`src/rtl/game_pkg.sv`:
```
// Shared types and helpers for the round controller: FSM state encoding,
// level constants and the level-to-window mapping.
package game_pkg;

  typedef enum logic [2:0] {
    ST_IDLE      = 3'd0,
    ST_COUNTDOWN = 3'd1,
    ST_SPAWN     = 3'd2,
    ST_ACTIVE    = 3'd3,
    ST_SCORE     = 3'd4,
    ST_GAP       = 3'd5,
    ST_GAME_OVER = 3'd6
  } round_state_t;

  localparam logic [1:0] LVL1 = 2'd1;
  localparam logic [1:0] LVL2 = 2'd2;
  localparam logic [1:0] LVL3 = 2'd3;

  localparam logic [9:0] SCORE_MAX = 10'd999;

  // Level 0 is not a legal selector output; treat it as level 1.
  function automatic logic [1:0] norm_level(input logic [1:0] lvl);
    return (lvl == 2'd0) ? LVL1 : lvl;
  endfunction

  // Window lengths are parameters of the top, so they are passed in.
  function automatic logic [11:0] win_ms(input logic [1:0]  lvl,
                                         input logic [11:0] w1,
                                         input logic [11:0] w2,
                                         input logic [11:0] w3);
    case (lvl)
      LVL2:    return w2;
      LVL3:    return w3;
      default: return w1;
    endcase
  endfunction

endpackage

```
`src/rtl/ms_timer.sv`:
```
// Millisecond down-timer: a clock prescaler feeding a 12-bit ms counter.
// A load restarts the prescaler at 0, so a load of N ms expires exactly
// N*CLKS_PER_MS cycles later. `expired` is high for the last cycle only.
module ms_timer #(
  parameter int CLKS_PER_MS = 50000
) (
  input  logic        clk,
  input  logic        rst,
  input  logic        load,
  input  logic [11:0] load_ms,
  output logic        expired,
  output logic [11:0] ms_left
);

  localparam int PW = (CLKS_PER_MS > 1) ? $clog2(CLKS_PER_MS) : 1;
  localparam logic [PW-1:0] PRE_LAST = PW'(CLKS_PER_MS - 1);

  logic [PW-1:0] pre_q;
  logic          tick;

  assign tick    = (pre_q == PRE_LAST) && (ms_left != 12'd0);
  assign expired = tick && (ms_left == 12'd1);

  // Prescaler and ms counter; the counter parks at 0 once run out.
  always_ff @(posedge clk or posedge rst) begin
    if (rst) begin
      pre_q   <= '0;
      ms_left <= 12'd0;
    end else if (load) begin
      pre_q   <= '0;
      ms_left <= load_ms;
    end else if (ms_left != 12'd0) begin
      if (tick) begin
        pre_q   <= '0;
        ms_left <= ms_left - 12'd1;
      end else begin
        pre_q <= pre_q + PW'(1);
      end
    end
  end

endmodule

```
`src/rtl/round_controller.sv`:
```
// Game-round sequencer: countdown, target spawn, timed response window,
// level-weighted scoring and miss counting, game end on round/miss limit.
//
// state      | meaning
// -----------+-----------------------------------------------
// IDLE       | waiting for start, counters cleared
// COUNTDOWN  | pre-game countdown running
// SPAWN      | one cycle, target presented, window timer loaded
// ACTIVE     | response window open, waiting for hit or expiry
// SCORE      | one cycle, round counted, end-of-game decision
// GAP        | idle gap between rounds
// GAME_OVER  | results held until the next start
module round_controller
  import game_pkg::*;
#(
  parameter int CLKS_PER_MS  = 50000,
  parameter int COUNTDOWN_MS = 3000,
  parameter int GAP_MS       = 500,
  parameter int WIN_L1_MS    = 2000,
  parameter int WIN_L2_MS    = 1200,
  parameter int WIN_L3_MS    = 700,
  parameter int ROUNDS       = 10,
  parameter int MAX_MISSES   = 3
) (
  input  logic        clk,
  input  logic        rst,
  input  logic [1:0]  level,
  input  logic        level_reset,
  input  logic        start,
  input  logic        hit,
  output logic        spawn,
  output logic        round_active,
  output logic        game_over,
  output logic [9:0]  score,
  output logic [3:0]  misses,
  output logic [4:0]  round_num,
  output logic [11:0] time_left_ms,
  output logic [2:0]  state
);

  round_state_t state_q, state_d;
  logic [1:0]   lvl_q;
  logic [9:0]   score_q;
  logic [3:0]   misses_q;
  logic [4:0]   round_q;
  logic [10:0]  score_sum;
  logic         game_end;

  logic         tmr_load;
  logic [11:0]  tmr_load_ms;
  logic         tmr_expired;
  logic [11:0]  tmr_ms_left;

  ms_timer #(
    .CLKS_PER_MS (CLKS_PER_MS)
  ) u_ms_timer (
    .clk     (clk),
    .rst     (rst),
    .load    (tmr_load),
    .load_ms (tmr_load_ms),
    .expired (tmr_expired),
    .ms_left (tmr_ms_left)
  );

  assign score_sum = {1'b0, score_q} + {9'd0, lvl_q};
  assign game_end  = (misses_q == 4'(MAX_MISSES)) ||
                     ((round_q + 5'd1) == 5'(ROUNDS));

  // State register
  always_ff @(posedge clk or posedge rst) begin
    if (rst) state_q <= ST_IDLE;
    else     state_q <= state_d;
  end

  // Next-state logic; level_reset overrides every other event
  always_comb begin
    state_d = state_q;
    if (level_reset) begin
      state_d = ST_IDLE;
    end else begin
      case (state_q)
        ST_IDLE, ST_GAME_OVER: if (start) state_d = ST_COUNTDOWN;
        ST_COUNTDOWN:          if (tmr_expired) state_d = ST_SPAWN;
        ST_SPAWN:              state_d = ST_ACTIVE;
        ST_ACTIVE:             if (hit || tmr_expired) state_d = ST_SCORE;
        ST_SCORE:              state_d = game_end ? ST_GAME_OVER : ST_GAP;
        ST_GAP:                if (tmr_expired) state_d = ST_SPAWN;
        default:               state_d = ST_IDLE;
      endcase
    end
  end

  // Timer is restarted on every state change with the length of the new phase
  always_comb begin
    tmr_load    = (state_d != state_q);
    tmr_load_ms = 12'd0;
    case (state_d)
      ST_COUNTDOWN: tmr_load_ms = 12'(COUNTDOWN_MS);
      ST_ACTIVE:    tmr_load_ms = win_ms(lvl_q, 12'(WIN_L1_MS),
                                         12'(WIN_L2_MS), 12'(WIN_L3_MS));
      ST_GAP:       tmr_load_ms = 12'(GAP_MS);
      default:      tmr_load_ms = 12'd0;
    endcase
  end

  // Latched level, score, misses and completed-round counters
  always_ff @(posedge clk or posedge rst) begin
    if (rst) begin
      lvl_q    <= LVL1;
      score_q  <= 10'd0;
      misses_q <= 4'd0;
      round_q  <= 5'd0;
    end else if (level_reset) begin
      score_q  <= 10'd0;
      misses_q <= 4'd0;
      round_q  <= 5'd0;
    end else begin
      case (state_q)
        ST_IDLE, ST_GAME_OVER: begin
          if (start) begin
            lvl_q    <= norm_level(level);
            score_q  <= 10'd0;
            misses_q <= 4'd0;
            round_q  <= 5'd0;
          end
        end
        ST_ACTIVE: begin
          if (hit) begin
            score_q <= (score_sum > {1'b0, SCORE_MAX}) ? SCORE_MAX : score_sum[9:0];
          end else if (tmr_expired) begin
            misses_q <= misses_q + 4'd1;
          end
        end
        ST_SCORE: round_q <= round_q + 5'd1;
        default: ;
      endcase
    end
  end

  // Outputs decoded from registered state only
  always_comb begin
    spawn        = (state_q == ST_SPAWN);
    round_active = (state_q == ST_ACTIVE);
    game_over    = (state_q == ST_GAME_OVER);
    score        = score_q;
    misses       = misses_q;
    round_num    = round_q;
    state        = state_q;
    time_left_ms = 12'd0;
    if (state_q == ST_COUNTDOWN || state_q == ST_ACTIVE || state_q == ST_GAP)
      time_left_ms = tmr_ms_left;
  end

endmodule

```
`config.mk`:
```
export PLATFORM = sky130hd
export DESIGN_NAME = round_controller
export DESIGN_NICKNAME = d
export VERILOG_FILES = /design/src/rtl/game_pkg.sv /design/src/rtl/ms_timer.sv /design/src/rtl/round_controller.sv
export SDC_FILE = /design/constraint.sdc
export NUM_CORES = 1
export LEC_CHECK = 0
export BUFFER_PORTS_ARGS = -buffer_cell sky130_fd_sc_hd__buf_2
export CAP_MARGIN = 40
export CORE_ASPECT_RATIO = 2
export CORE_MARGIN = 2
export CORE_UTILIZATION = 35
export CTS_CLUSTER_DIAMETER = 50
export DETAILED_ROUTE_END_ITERATION = 8
export PLACE_DENSITY = 0.59
export SETUP_SLACK_MARGIN = 0.3
export SYNTH_ARGS = -nofsm -noshare
export SYNTH_HDL_FRONTEND = slang
export SYNTH_HIERARCHICAL = 1
export SYNTH_SLANG_ARGS = --single-unit
```
`constraint.sdc`:
```
create_clock -name clk -period 3.37 [get_ports clk]
set_input_delay 0.5055 -clock clk [delete_from_list [all_inputs] [get_ports clk]]
set_output_delay 0.5055 -clock clk [all_outputs]
set_load 0.05 [all_outputs]
```
==> impl_summary.md, run 1 <==
Run status
The flow ran to the end, and the final reports show no timing, DRC or antenna violations.

Synthesis
In the synthesized netlist, the cells that appear most often are sky130_fd_sc_hd__dfrtp_1, sky130_fd_sc_hd__nand2_1, sky130_fd_sc_hd__nor2_1, sky130_fd_sc_hd__o21ai_0, sky130_fd_sc_hd__a21oi_1. Counting every instance in the synthesized netlist gives 390. The number of enable-type register cells in the synthesized netlist is 0. The most used flip-flop cell after synthesis is sky130_fd_sc_hd__dfrtp_1.

The most common cell in the netlist is sky130_fd_sc_hd__dfrtp_1. The Yosys step of the flow raised 6 warnings. The largest area contributor in the synthesized netlist is sky130_fd_sc_hd__dfrtp_1. The synthesized area per cell is 8.86 um^2. After synthesis, the share of flip-flops with an asynchronous set or reset is 1.00.

The post-synthesis cell area is 3460 um^2. Counting distinct cell types in the post-synthesis netlist gives 75. For this run, the register share of the synthesized area comes to 0.377. Yosys attributes the largest share of cell area to sky130_fd_sc_hd__dfrtp_1, sky130_fd_sc_hd__nand2_1, sky130_fd_sc_hd__nor2_1. Of the post-synthesis cell area, the dominant cell type holds 0.369. The number of synthesized register bits is 52.

Floorplanning
For this design the top-level I/O count stands at 44. The floorplan step defined a die boundary enclosing 10700 um^2. In this run the core area contains 51 standard-cell rows. The die is 145 um tall. After floorplanning, the core was sized to cover 9700 um^2.

The effective utilization at floorplan is 0.356. The die extent in x is 74.3 um.

Routing
The detailed-route wire length per cell is 16.2 um. In the routed layout, each cell is associated on average with a via count of 5.49. The initial DRC count is 147. Before antenna repair, the detailed router went through 4 iterations. The detailed router placed 3214 vias in this run. The post-detailed-route count of antenna-violating nets is 0.

The count of unresolved DRC violations after routing is 0. The total wire length is 9510 um.

Min path
The worst hold path belongs to the class input port to asynchronous set/reset pin.

Place
Routability-driven placement finished with a final weighted congestion of 0.813. The number of port buffers is 43. After legalization and detailed placement, the total HPWL measured 6830 um.

Clock tree
Clock tree synthesis selected as its root buffer the cell sky130_fd_sc_hd__clkbuf_16. The maximum clock insertion buffer count is 2. The number of clock buffers added by TritonCTS is 5.

The H-tree was split into 2 levels. TritonCTS built the clock tree. Clock-pin slew was measured on the worst setup and hold paths at 0.07 ns. The clock latency of the later-clocked register in the worst-skew pair is 0.29 ns.

The number of clock sinks seen by CTS is 52.

Global route
Summed over all layers, the global routing overflow is 0. The first-pass GRT wire length is 15000 um. The number of global-route vias before repair is 3148.

The global router's overall resource usage is 0.180. The number of antenna violations at the first check in global routing is 0. Entering global routing, the biggest net connects 36 pins.

Setup path
The type of the setup path with the least slack is register to register. The endpoint identified for the worst register-to-register timing path is u_ms_timer/pre_q[11]. The critical path goes through nor4_4 > nand4_1 > nor3_4 > o21ai_2 > a221o_1 > a22o_4 > xnor2_4 > o2111ai_4 > buf_12 > o2111ai_2 > xor2_1 > nor2_1. The path depth of the worst reg2reg path is 12.

STA puts the critical path data required time at 3.55 ns. The cell type of the slowest stage on the worst timing path is sky130_fd_sc_hd__dfrtp_2. STA classifies the critical path startpoint as a register. The data arrival time of the critical path is 3.33 ns. The register-to-register path setup slack is 0.22 ns. The biggest cell delay along the critical path is 0.45 ns. The worst flop-to-flop path startpoint is u_ms_timer/ms_left[6]. STA classifies the critical path endpoint as a register. The maximum fanout count along the critical path is 7.

Job
The total of max-cap violations is 0.

Layout
In the final layout, the share of cells above drive strength 1 is 0.260. The count of nets after finishing is 469. The signed area change from the synthesized netlist to the final layout is 24.8%. The antenna diode instance count is 0.

STA
Summed over all failing endpoints, the final setup total negative slack is 0 ns. The number of hold-slack violations in the final timing report is 0. The maximum clock rate is 0.318 GHz. The worst pin sits at a relative slew slack of 0.515.

The max-slew violation total from the final report is 0. Of the available clock period, the critical path in the final layout requires 0.934. Setup repair after global routing could not meet its margin everywhere. For the final database, setup skew stands at 0.00590 ns. Final hold analysis gives a worst-case slack of 0.175 ns.

The setup violation total in the final timing report is 0. The transition at the pin with the smallest max-transition slack is 0.727 ns. The post-layout minimum cycle time is 3.15 ns.

Power and ir drop
For this design the static power due to leakage is 1.91 nW. The areal power density over the cells is 379 nW/um^2. Across the VDD grid, the largest voltage drop is 189 uV.
## registers in the layout, indices dropped and copies added, names as in the netlist
register            cells
u_ms_timer/pre_q       16
u_ms_timer/ms_left     12
score                  10
round_num               5
misses                  4
state                   3
lvl_q                   2
## report_power, final
part	total, mW	switching [mW]	internal (mW)
clock network	0.496	0.225	0.271
logic	0.403	0.231	0.172
registers	0.736	0.0655	0.671
## placed cells by master (no fill, tap or decap), types with 7 or more instances in the layout
| cell | synthesis | final |
|---|---|---|
| sky130_fd_sc_hd__dfrtp_1 | 51 | 49 |
| sky130_fd_sc_hd__a21oi_1 | 19 | 19 |
| sky130_fd_sc_hd__buf_4 | 0 | 22 |
| sky130_fd_sc_hd__o21ai_0 | 27 | 25 |
| sky130_fd_sc_hd__nand3_1 | 12 | 12 |
| sky130_fd_sc_hd__nand2_1 | 37 | 37 |
| sky130_fd_sc_hd__o21ai_1 | 9 | 10 |
| sky130_fd_sc_hd__buf_2 | 6 | 43 |
| sky130_fd_sc_hd__clkbuf_16 | 0 | 7 |
| sky130_fd_sc_hd__xor2_1 | 13 | 13 |
| sky130_fd_sc_hd__xnor2_1 | 12 | 12 |
| sky130_fd_sc_hd__nor2_1 | 36 | 34 |
| sky130_fd_sc_hd__inv_1 | 10 | 10 |
| sky130_fd_sc_hd__ha_1 | 8 | 8 |
| sky130_fd_sc_hd__and3_1 | 11 | 10 |
| sky130_fd_sc_hd__and2_1 | 13 | 13 |
## what timing repair did
| item | CTS | global route |
|---|---|---|
| hold buffers | 0 | 0 |
| gates resized for setup | 4 | 14 |
| setup endpoints to repair | 11 | 11 |
| gates cloned | 0 | 3 |
| buffers inserted | 2 | 9 |
| pin swaps | 4 | 16 |
## kinds of logic (layout without fill, tap and decap cells)
| group | Yosys count | in the layout | synth area share |
|---|---|---|---|
| xor+xnor | 26 | 26 | 0.0680 |
| fa+ha+maj | 10 | 10 | 0.0376 |
| mux | 6 | 6 | 0.0188 |
| simple gates | 166 | 167 | 0.266 |
| buf+inv | 28 | 89 | 0.0395 |
| compound gates | 101 | 101 | 0.192 |
| flops | 52 | 52 | 0.377 |
| other cells | 1 | 2 | 0.00108 |
## critical path, delay by kind of cell (launching register included)
kind,cells,cell delay [ns]
AOI/OAI and AO/OA,5,1.11
buffers and inverters,1,0.20
DFF,1,0.45
and+or+nand+nor,4,0.92
xor gates and xnor gates,2,0.35
## per-stage QoR
stage	power [mW]	util	setup slack [ns]	cells	instance area, um^2
6_report	1.64	0.445	0.221	585	4320
4_1_cts	1.61	0.425	0.305	573	4120
3_3_place_gp	1.07	0.402	0.235	562	3900
5_1_grt	1.73	0.445	0.0848	585	4320
3_5_place_dp	1.09	0.407	0.131	564	3950
2_1_floorplan	0.984	-	0.302	391	3500
## worst max-delay path by stage
stage                     startpoint              endpoint  slack [ns]
2_1_floorplan    u_ms_timer/pre_q[4]  u_ms_timer/pre_q[12]        0.30
4_1_cts          u_ms_timer/pre_q[4]  u_ms_timer/pre_q[10]        0.31
5_1_grt        u_ms_timer/ms_left[6]  u_ms_timer/pre_q[11]        0.08
3_5_place_dp   u_ms_timer/ms_left[6]  u_ms_timer/pre_q[13]        0.13
3_3_place_gp   u_ms_timer/ms_left[6]   u_ms_timer/pre_q[0]        0.24
6_report       u_ms_timer/ms_left[6]  u_ms_timer/pre_q[11]        0.22
## routing by layer
layer / up-vias / routed length (um) / track usage
li1: 1550 / - / -
met1: 1565 / 3400 / 0.185
met2: 80 / 5490 / 0.347
met3: 19 / 293 / 0.0223
met4: 0 / 322 / 0.0771
met5: - / 0 / 0
## cell type report
class / instances / area (um^2)
inverters: 12 / 45.0
clock buffers: 6 / 129
fillers: 978 / 5380
well taps: 132 / 165
multi-input cells: 312 / 2160
repair buffers: 70 / 505
clock inverters: 1 / 5.00
flip-flops and latches: 52 / 1310
Note: power is estimated with default switching activity, not from simulation.
==> run 2: changes to the inputs <==
--- a/config.mk
+++ b/config.mk
@@ -5,6 +5,7 @@
 export SDC_FILE = /design/constraint.sdc
 export NUM_CORES = 1
 export LEC_CHECK = 0
+export ABC_AREA = 1
 export BUFFER_PORTS_ARGS = -buffer_cell sky130_fd_sc_hd__buf_2
 export CAP_MARGIN = 40
 export CORE_ASPECT_RATIO = 2
@@ -12,7 +13,7 @@
 export CORE_UTILIZATION = 35
 export CTS_CLUSTER_DIAMETER = 50
 export DETAILED_ROUTE_END_ITERATION = 8
-export PLACE_DENSITY = 0.59
+export PLACE_DENSITY = 0.58
 export SETUP_SLACK_MARGIN = 0.3
 export SYNTH_ARGS = -nofsm -noshare
 export SYNTH_HDL_FRONTEND = slang
==> run 2 against run 1 <==
- sequential share of layout area decreased by 1.8 points
- critical path depth is 6 higher
- clock skew up 0.0014 ns
- clock power rose by 9.3%
- final area is 6.1% higher
- routed wire length is 3.5% higher
- critical path type unchanged
- highest routed layer unchanged
==> impl_summary.md, run 2 <==
Place
The post-detailed-placement half-perimeter wirelength came to 7300 um (+6.9%). The worst setup slack before clock tree synthesis is 0.150 ns (+0.0196 ns). The final RePlAce weighted congestion is 0.888 (+9.3%). The number of port buffers is 43 (unchanged).

Layout
The antenna diode instance count is 0 (unchanged). The register with the most flip-flops is u_ms_timer/pre_q. The number of flip-flops under the largest register name is 16 (unchanged). The signed area change from the synthesized netlist to the final layout is 19.9%. The count of filler cells inserted in the layout was 1130 (+16%). The fraction of layout cells with a size suffix above 1 was 0.208 (-0.0521). The most common cell after layout, fill and taps aside is sky130_fd_sc_hd__nand2_1. The count of nets after finishing is 659 (+41%). The top cell types in the final layout, fill and taps aside, are sky130_fd_sc_hd__nand2_1, sky130_fd_sc_hd__inv_1, sky130_fd_sc_hd__nor2_1, sky130_fd_sc_hd__nand3_1, sky130_fd_sc_hd__dfrtp_1.

Clock tree
The maximum clock insertion buffer count is 2 (unchanged). The count of H-tree levels built during CTS is 2 (unchanged). The clock latency of the later-clocked register in the worst-skew pair is 0.30 ns (about the same). The number of clock sinks seen by CTS is 52 (unchanged). TritonCTS built the clock tree. The clock-pin slew of the registers on the worst-case setup and hold paths is 0.07 ns (about the same). The number of buffers added by the clock tree synthesis step is 5 (unchanged). The clock root buffer is sky130_fd_sc_hd__clkbuf_16.

Setup path
The path depth of the worst reg2reg path is 18 (+6). The count of buffer and inverter cells on the critical path is 4 (+3). The biggest cell delay along the critical path is 0.40 ns (-0.05 ns). The worst setup path is of the register to register kind. The required time of the critical path is 3.56 ns (about the same). The most numerous cell on the critical path is sky130_fd_sc_hd__nand2_1.

The number of cells on the critical path was 18 (+6). The kind of end point of the critical path is a register. The worst setup path is launched from a register. For this design, the slowest cell found on the critical path is sky130_fd_sc_hd__dfrtp_1. The kind of cell adding the most delay to the critical path is simple AND/OR/NAND/NOR gates. The data arrival time of the critical path came to 3.03 ns (-0.30 ns).

The critical path goes through inv_1 > nand2_1 > nor2_4 > nand4_1 > nor2_4 > inv_1 > nand2_1 > a21oi_2 > nor3_1 > nand2_1 > nand2_2 > xor2_1 > nand2_1 > inv_4 > nand3_4 > buf_12 > a21oi_1 > nor2_1. The maximum fanout count along the critical path is 6 (-1).

STA
The post-layout minimum cycle time is 2.84 ns (-0.311 ns). The worst slew margin relative to its limit came to 0.619 (+0.104). The maximum clock rate came to 0.352 GHz (+11%).

The worst clock skew is 0.00734 ns (+0.00144 ns). The final sum of negative setup slack is 0 ns (unchanged). The max-slew violation total from the final report is 0 (unchanged). The worst setup margin is 0.532 ns (+0.311 ns). The final worst-path cycle share is 0.842 (-0.0923). The transition at the pin with the smallest max-transition slack is 0.572 ns (-0.155 ns). Setup repair after global routing left no endpoint under its margin.

The setup violation total in the final timing report came to 0 (unchanged). The number of hold-slack violations in the final timing report is 0 (unchanged).

Synthesis
By count the netlist is led by sky130_fd_sc_hd__nand2_1, sky130_fd_sc_hd__inv_1, sky130_fd_sc_hd__nor2_1, sky130_fd_sc_hd__nand3_1, sky130_fd_sc_hd__dfrtp_1. The number of synthesized register bits came to 52 (unchanged). The largest total area in the synthesized netlist belongs to sky130_fd_sc_hd__dfrtp_1. The post-synthesis cell area is 3820 um^2 (+10%). Among all flip-flop cells after synthesis, the most frequent one is sky130_fd_sc_hd__dfrtp_1.

The count of synthesis-stage warnings from yosys came to 6 (unchanged). Among all cell types in the netlist, the one instantiated most often is sky130_fd_sc_hd__nand2_1. The synthesized area per cell is 6.58 um^2 (-26%).

Yosys attributes the largest share of cell area to sky130_fd_sc_hd__dfrtp_1, sky130_fd_sc_hd__nand2_1, sky130_fd_sc_hd__inv_1. The number of instances in the synthesized netlist was 580 (+49%). The share of the synthesized area in the top cell type is 0.334 (-0.0348).

The number of enable-type register cells in the synthesized netlist came to 0 (unchanged). The fraction of registers with async set or reset after synthesis is 1.00 (unchanged). The sequential fraction of the synthesis area came to 0.341 (-0.0356). The number of distinct library cells after synthesis is 37 (-51%).

Routing
The count of TritonRoute iterations in the first routing pass is 4 (unchanged). The post-detailed-route count of antenna-violating nets is 0 (unchanged). The total wire length came to 9830 um (+3.5%).

The detailed-route wire length per cell was 12.6 um (-23%). The count of unresolved DRC violations after routing is 0 (unchanged). The initial DRC count came to 205 (+39%). The per-cell via count in the routed design is 4.83 (-12%). The total number of vias is 3781 (+18%).

Power and ir drop
The areal power density over the cells is 512 nW/um^2 (+35%). The worst voltage drop across the vdd grid is 358 uV (+89%). The static power due to leakage is 2.39 nW (+25%).

Global route
The number of antenna violations at the first check in global routing is 0 (unchanged). The sum of overflow across all layers after global routing is 0 (unchanged). The global router's overall resource usage is 0.171 (-0.00820). The largest net degree at the start of global routing is 24 (-33%). The first-pass GRT wire length is 16300 um (+8.3%). The number of global-route vias before repair came to 3427 (+8.9%).

Floorplanning
The die boundary height is 152 um (+4.9%). The die extent in x is 77.8 um (+4.8%). The effective utilization at floorplan is 0.355 (-0.00108).

The count of boundary I/O pins came to 44 (unchanged). The number of core rows is 54 (+5.9%). The standard cell core area is 10700 um^2 (+11%). The full die area is 11800 um^2 (+10%).

Run status
The flow ran to the end, and the final reports show no timing, DRC or antenna violations.

Min path
The worst hold path belongs to the class input port to asynchronous set/reset pin.

Job
The total of max-cap violations is 0 (unchanged).
-- run 2: changes by cell type in the layout (fill, tap and decap cells not counted), moves of 10 or more --
cell | previous run | this run
sky130_fd_sc_hd__nand3_1 | 12 | 54
sky130_fd_sc_hd__o21ai_2 | 1 | 11
sky130_fd_sc_hd__xnor2_1 | 12 | 1
sky130_fd_sc_hd__nor2_1 | 34 | 67
sky130_fd_sc_hd__a21oi_1 | 19 | 9
sky130_fd_sc_hd__and2_1 | 13 | 0
sky130_fd_sc_hd__inv_1 | 10 | 80
sky130_fd_sc_hd__and3_1 | 10 | 0
sky130_fd_sc_hd__nand2_1 | 37 | 173
-- run 2: final cells by class --
class | count | area [um^2] | area share
multi-input cells | 427 | 2200 | 0.480
clock buffers | 7 | 153 | 0.0333
repair buffers | 63 | 393 | 0.0858
well taps | 140 | 175 | 0.0383
inverters | 94 | 357 | 0.0779
flip-flops and latches | 52 | 1300 | 0.285
-- run 2: metrics by stage --
step	util	hold slack [ns]	area, um^2	power (mW)	std cells
finish	0.426	0.188	4580	2.34	783
global route	0.426	0.233	4580	2.52	783
CTS	0.409	0.203	4390	2.20	770
detailed placement	0.391	0.514	4200	1.63	762
global placement	0.389	0.508	4180	1.62	760
floorplan	-	0.475	3820	1.45	581
-- run 2: power breakdown --
part,switching [mW],internal (mW)
logic,0.636,0.350
registers,0.105,0.712
clock network,0.229,0.312
-- run 2: cells by family (layout without fill, tap and decap cells) --
family	Yosys count	in the layout	synth area share
buf+inv	103	164	0.110
simple gates	347	348	0.401
fa+ha+maj	9	9	0.0315
mux	1	1	0.00262
compound gates	58	58	0.0914
xor+xnor	9	9	0.0207
flops	52	52	0.341
other cells	1	2	0.000982
-- run 2: timing repair --
| action | in CTS | in global routing |
|---|---|---|
| resized for setup | 6 | 23 |
| cloned | 0 | 1 |
| setup endpoints to repair | 18 | 28 |
| pin swaps | 1 | 9 |
| setup buffers | 1 | 12 |
| hold buffers | 0 | 0 |
-- run 2: metal layers --
layer,part of all wire,vias to the layer above,global-route usage
met4,0.017,0,0.0625
met3,0.034,9,0.0213
met2,0.49,65,0.284
met1,0.46,1754,0.229
met5,0,-,0
li1,-,1953,-
-- run 2: worst paths after layout --
check	from	to	slack, ns
max	u_ms_timer/ms_left[9]	u_ms_timer/pre_q[4]	0.53
min	rst	u_ms_timer/pre_q[5]	0.19
max reg2reg	u_ms_timer/ms_left[9]	u_ms_timer/pre_q[4]	0.53
min reg2reg	score[0]	score[0]	0.53
max in group asynchronous	rst	lvl_q[0]	2.54
min in group clk	level[0]	lvl_q[0]	0.44
-- run 2: worst register-to-register path, cell delays in order (launching register included) --
cell and delay, ns:
sky130_fd_sc_hd__dfrtp_1 0.40, sky130_fd_sc_hd__inv_1 0.12, sky130_fd_sc_hd__nand2_1 0.12, sky130_fd_sc_hd__nor2_4 0.17
sky130_fd_sc_hd__nand4_1 0.21, sky130_fd_sc_hd__nor2_4 0.17, sky130_fd_sc_hd__inv_1 0.08, sky130_fd_sc_hd__nand2_1 0.10
sky130_fd_sc_hd__a21oi_2 0.07, sky130_fd_sc_hd__nor3_1 0.19, sky130_fd_sc_hd__nand2_1 0.09, sky130_fd_sc_hd__nand2_2 0.14
sky130_fd_sc_hd__xor2_1 0.15, sky130_fd_sc_hd__nand2_1 0.11, sky130_fd_sc_hd__inv_4 0.14, sky130_fd_sc_hd__nand3_4 0.14
sky130_fd_sc_hd__buf_12 0.17, sky130_fd_sc_hd__a21oi_1 0.11, sky130_fd_sc_hd__nor2_1 0.06
==> run 3: changes to the inputs <==
==> constraint.sdc (replaced) <==
create_clock -name clk -period 2.3 [get_ports clk]
set_input_delay 0.345 -clock clk [delete_from_list [all_inputs] [get_ports clk]]
set_output_delay 0.345 -clock clk [all_outputs]
set_load 0.05 [all_outputs]
==> run 3 against run 2 <==
- via count up 9.0%
- flip-flop and latch count unchanged
- final area up 18%
- non-clock buffer count up 69
- combinational power up 110%
- highest routed layer unchanged
- clock power up 41%
- critical endpoint unchanged
- cell count up 9.1%
- the flow now finishes with violations (negative setup slack)
- sequential power up 38%
==> impl_summary.md, run 3 (same netlist as run 2, synthesis figures left out) <==
Setup path
Traced cell by cell, the critical path runs through ha_4 > nand2_4 > nor2_4 > nand2_1 > nor2_2 > nand2_4 > nor2_4 > inv_2 > nand2_2 > a21oi_2 > nor3_1 > nand2_1 > nand2_2 > xor2_1 > nand2_2 > clkinv_8 > nand3_4 > buf_4 > a21oi_2 > nor2_1. The biggest cell delay along the critical path is 0.39 ns (about the same). The worst setup path is captured at a register.

The type of origin of the critical path is a register. The required time of the critical path is 2.49 ns (-1.07 ns). The most numerous cell on the critical path is sky130_fd_sc_hd__nand2_2. The maximum fanout count along the critical path is 8 (+2). The data arrival time of the critical path is 2.77 ns (-0.26 ns).

The slowest stage of the critical path belongs to the cell sky130_fd_sc_hd__dfrtp_1. By startpoint and endpoint, the worst setup path is classified as register to register.

Routing
The per-cell via count in the routed design is 4.82 (about the same). The detailed-route wire length per cell was 12.8 um (+1.8%). The post-detailed-route count of antenna-violating nets was 0 (unchanged). The total number of vias is 4120 (+9.0%). The count of unresolved DRC violations after routing is 0 (unchanged).

The count of TritonRoute iterations in the first routing pass is 4 (unchanged). The initial DRC count is 239 (+17%). The total wire length is 10900 um (+11%).

Place
The cell count after placement is 826 (+8.4%). The number of port buffers was 43 (unchanged). The worst setup slack before clock tree synthesis is -0.451 ns (-0.602 ns). The placed instance area is 4890 um^2 (+16%). The post-detailed-placement half-perimeter wirelength is 7850 um (+7.6%). The final RePlAce weighted congestion came to 0.882 (-0.71%).

Layout
Leaving out fill and tap cells, the most frequent cells in the layout are sky130_fd_sc_hd__nand2_1, sky130_fd_sc_hd__buf_4, sky130_fd_sc_hd__inv_1, sky130_fd_sc_hd__nor2_1, sky130_fd_sc_hd__dfrtp_1. The signed area change from the synthesized netlist to the final layout is 41.9%. The register with the most flip-flops in the final layout is u_ms_timer/pre_q. The fraction of layout cells with a size suffix above 1 was 0.389 (+0.181). The library cell used most frequently in the layout, excluding fill and tap cells, is sky130_fd_sc_hd__nand2_1. The filler-free cell count of the finished design was 854 (+9.1%). The count of nets after finishing is 729 (+11%).

The final standard cell utilization of the core is 0.504 (+0.0780). The number of flip-flops under the largest register name is 16 (unchanged). The antenna diode instance count is 0 (unchanged).

The count of filler cells inserted in the layout is 1051 (-7.0%). The area of all placed cells without fillers is 5420 um^2 (+18%).

Floorplanning
The standard cell core area is 10700 um^2 (unchanged). The effective utilization at floorplan is 0.355 (unchanged). The die boundary height came to 152 um (unchanged).

The number of core rows is 54 (unchanged). The count of boundary I/O pins is 44 (unchanged). The full die area is 11800 um^2 (unchanged). The die extent in x is 77.8 um (unchanged).

Clock tree
The clock-pin slew of the registers on the worst-case setup and hold paths came to 0.07 ns (about the same). The number of buffers added by the clock tree synthesis step is 5 (unchanged). The count of H-tree levels built during CTS is 2 (unchanged). The number of clock sinks seen by CTS came to 52 (unchanged). TritonCTS built the clock tree. The clock root buffer is sky130_fd_sc_hd__clkbuf_16. The maximum clock insertion buffer count is 2 (unchanged). The clock latency of the later-clocked register in the worst-skew pair is 0.30 ns (about the same). The number of buffers added to fix hold violations after cts is 0 (unchanged).

Power and ir drop
The worst voltage drop across the vdd grid came to 626 uV (+75%). The areal power density over the cells is 728 nW/um^2 (+42%). The static power due to leakage is 2.85 nW (+19%).

Global route
The global router's overall resource usage was 0.191 (+0.0198). The global-route met3 utilization came to 0.0231 (+0.00178). The largest net degree at the start of global routing is 29 (+21%). The met1 capacity usage during global routing came to 0.242 (+0.0131). The met2 track demand over resource in global routing came to 0.338 (+0.0539). The number of global-route vias before repair is 3920 (+14%). The peak-usage layer in the global routing report is met2. The first-pass GRT wire length is 18200 um (+12%). The sum of overflow across all layers after global routing was 0 (unchanged). The number of antenna violations at the first check in global routing is 0 (unchanged).

Run status
The checks that failed: negative setup slack. The flow ran to the end, but the final reports show violations.

STA
The setup violation total in the final timing report is 28 (+28). The worst setup margin is -0.281 ns (-0.813 ns). The number of hold-slack violations in the final timing report is 0 (unchanged). The post-layout minimum cycle time is 2.58 ns (-0.257 ns). The final sum of negative setup slack was -6.29 ns (-6.29 ns). The maximum clock rate was 0.387 GHz (+10%). The worst clock skew is 0.00655 ns (-0.000792 ns). The max-slew violation total from the final report is 0 (unchanged). Setup repair after global routing could not meet its margin everywhere. The final worst-path cycle share came to 1.12 (+0.280).

Min path
The tightest min-delay check is of the input port to asynchronous set/reset pin type.

Job
The total of max-cap violations is 0 (unchanged).
==> run 3: cell count changes in the layout (fill, tap and decap cells not counted), moves of 6 or more <==
cell,change
sky130_fd_sc_hd__buf_4,+65
sky130_fd_sc_hd__o21ai_0,-9
sky130_fd_sc_hd__inv_2,+7
sky130_fd_sc_hd__o21ai_2,+8
sky130_fd_sc_hd__nor2_2,+13
sky130_fd_sc_hd__nand2_1,-17
sky130_fd_sc_hd__nor2_1,-16
sky130_fd_sc_hd__nand3_1,-15
sky130_fd_sc_hd__nand2_2,+13
sky130_fd_sc_hd__inv_1,-6
sky130_fd_sc_hd__nand3_2,+15
==> run 3: final timing paths <==
check | depth (start not counted) | end | slack, ns | start
worst min register to register | 2 | score[0] | 0.54 | score[0]
max in group asynchronous | 3 | u_ms_timer/pre_q[13] | 1.88 | rst
min in group clk | 3 | lvl_q[0] | 0.28 | level[0]
worst max register to register | 20 | u_ms_timer/pre_q[4] | -0.28 | u_ms_timer/pre_q[1]
worst max-delay path | 20 | u_ms_timer/pre_q[4] | -0.28 | u_ms_timer/pre_q[1]
worst min-delay path | 3 | round_num[4] | 0.1 | rst
==> run 3: layout make-up <==
cell class	instances	area [um^2]	share of cell area
Inverter	94	370	0.0684
Clock inverter	3	18.8	0.00347
Sequential cell	52	1310	0.241
Multi-Input combinational cell	428	2470	0.456
Clock buffer	5	125	0.0231
Tap cell	140	175	0.0323
Timing Repair Buffer	132	950	0.175
==> run 3: routing by layer <==
metal,vias to the layer above,routed length [um]
met4,0,177
li1,2098,-
met1,1936,4850
met3,12,395
met5,-,0
met2,74,5500
==> run 3: stage by stage <==
step | hold WS [ns] | power (mW)
6_report | 0.0966 | 3.94
4_1_cts | 0.0966 | 3.76
2_1_floorplan | 0.359 | 2.26
3_3_place_gp | 0.428 | 2.86
3_5_place_dp | 0.425 | 2.88
5_1_grt | 0.125 | 4.26
==> run 3: worst max-delay path: cells and delay by family, from the launching register on <==
kind | cells | cell delay (ns)
flip-flops | 1 | 0.39
adder cells (fa/ha/maj) | 1 | 0.16
AO/OA/AOI/OAI | 2 | 0.18
buffers and inverters | 3 | 0.33
XOR/XNOR | 1 | 0.17
AND/OR/NAND/NOR | 13 | 1.26
==> run 3: power by group <==
part	switching, mW	internal (mW)
combinational	1.20	0.855
sequential	0.0921	1.04
clock	0.359	0.403
==> run 3: timing repair <==
item | in CTS | in global routing
resized for setup | 19 | 43
hold endpoints to repair | 0 | 0
pin swaps | 15 | 32
buffers inserted | 8 | 8
endpoints found under the setup margin | 38 | 40
gates cloned | 2 | 2
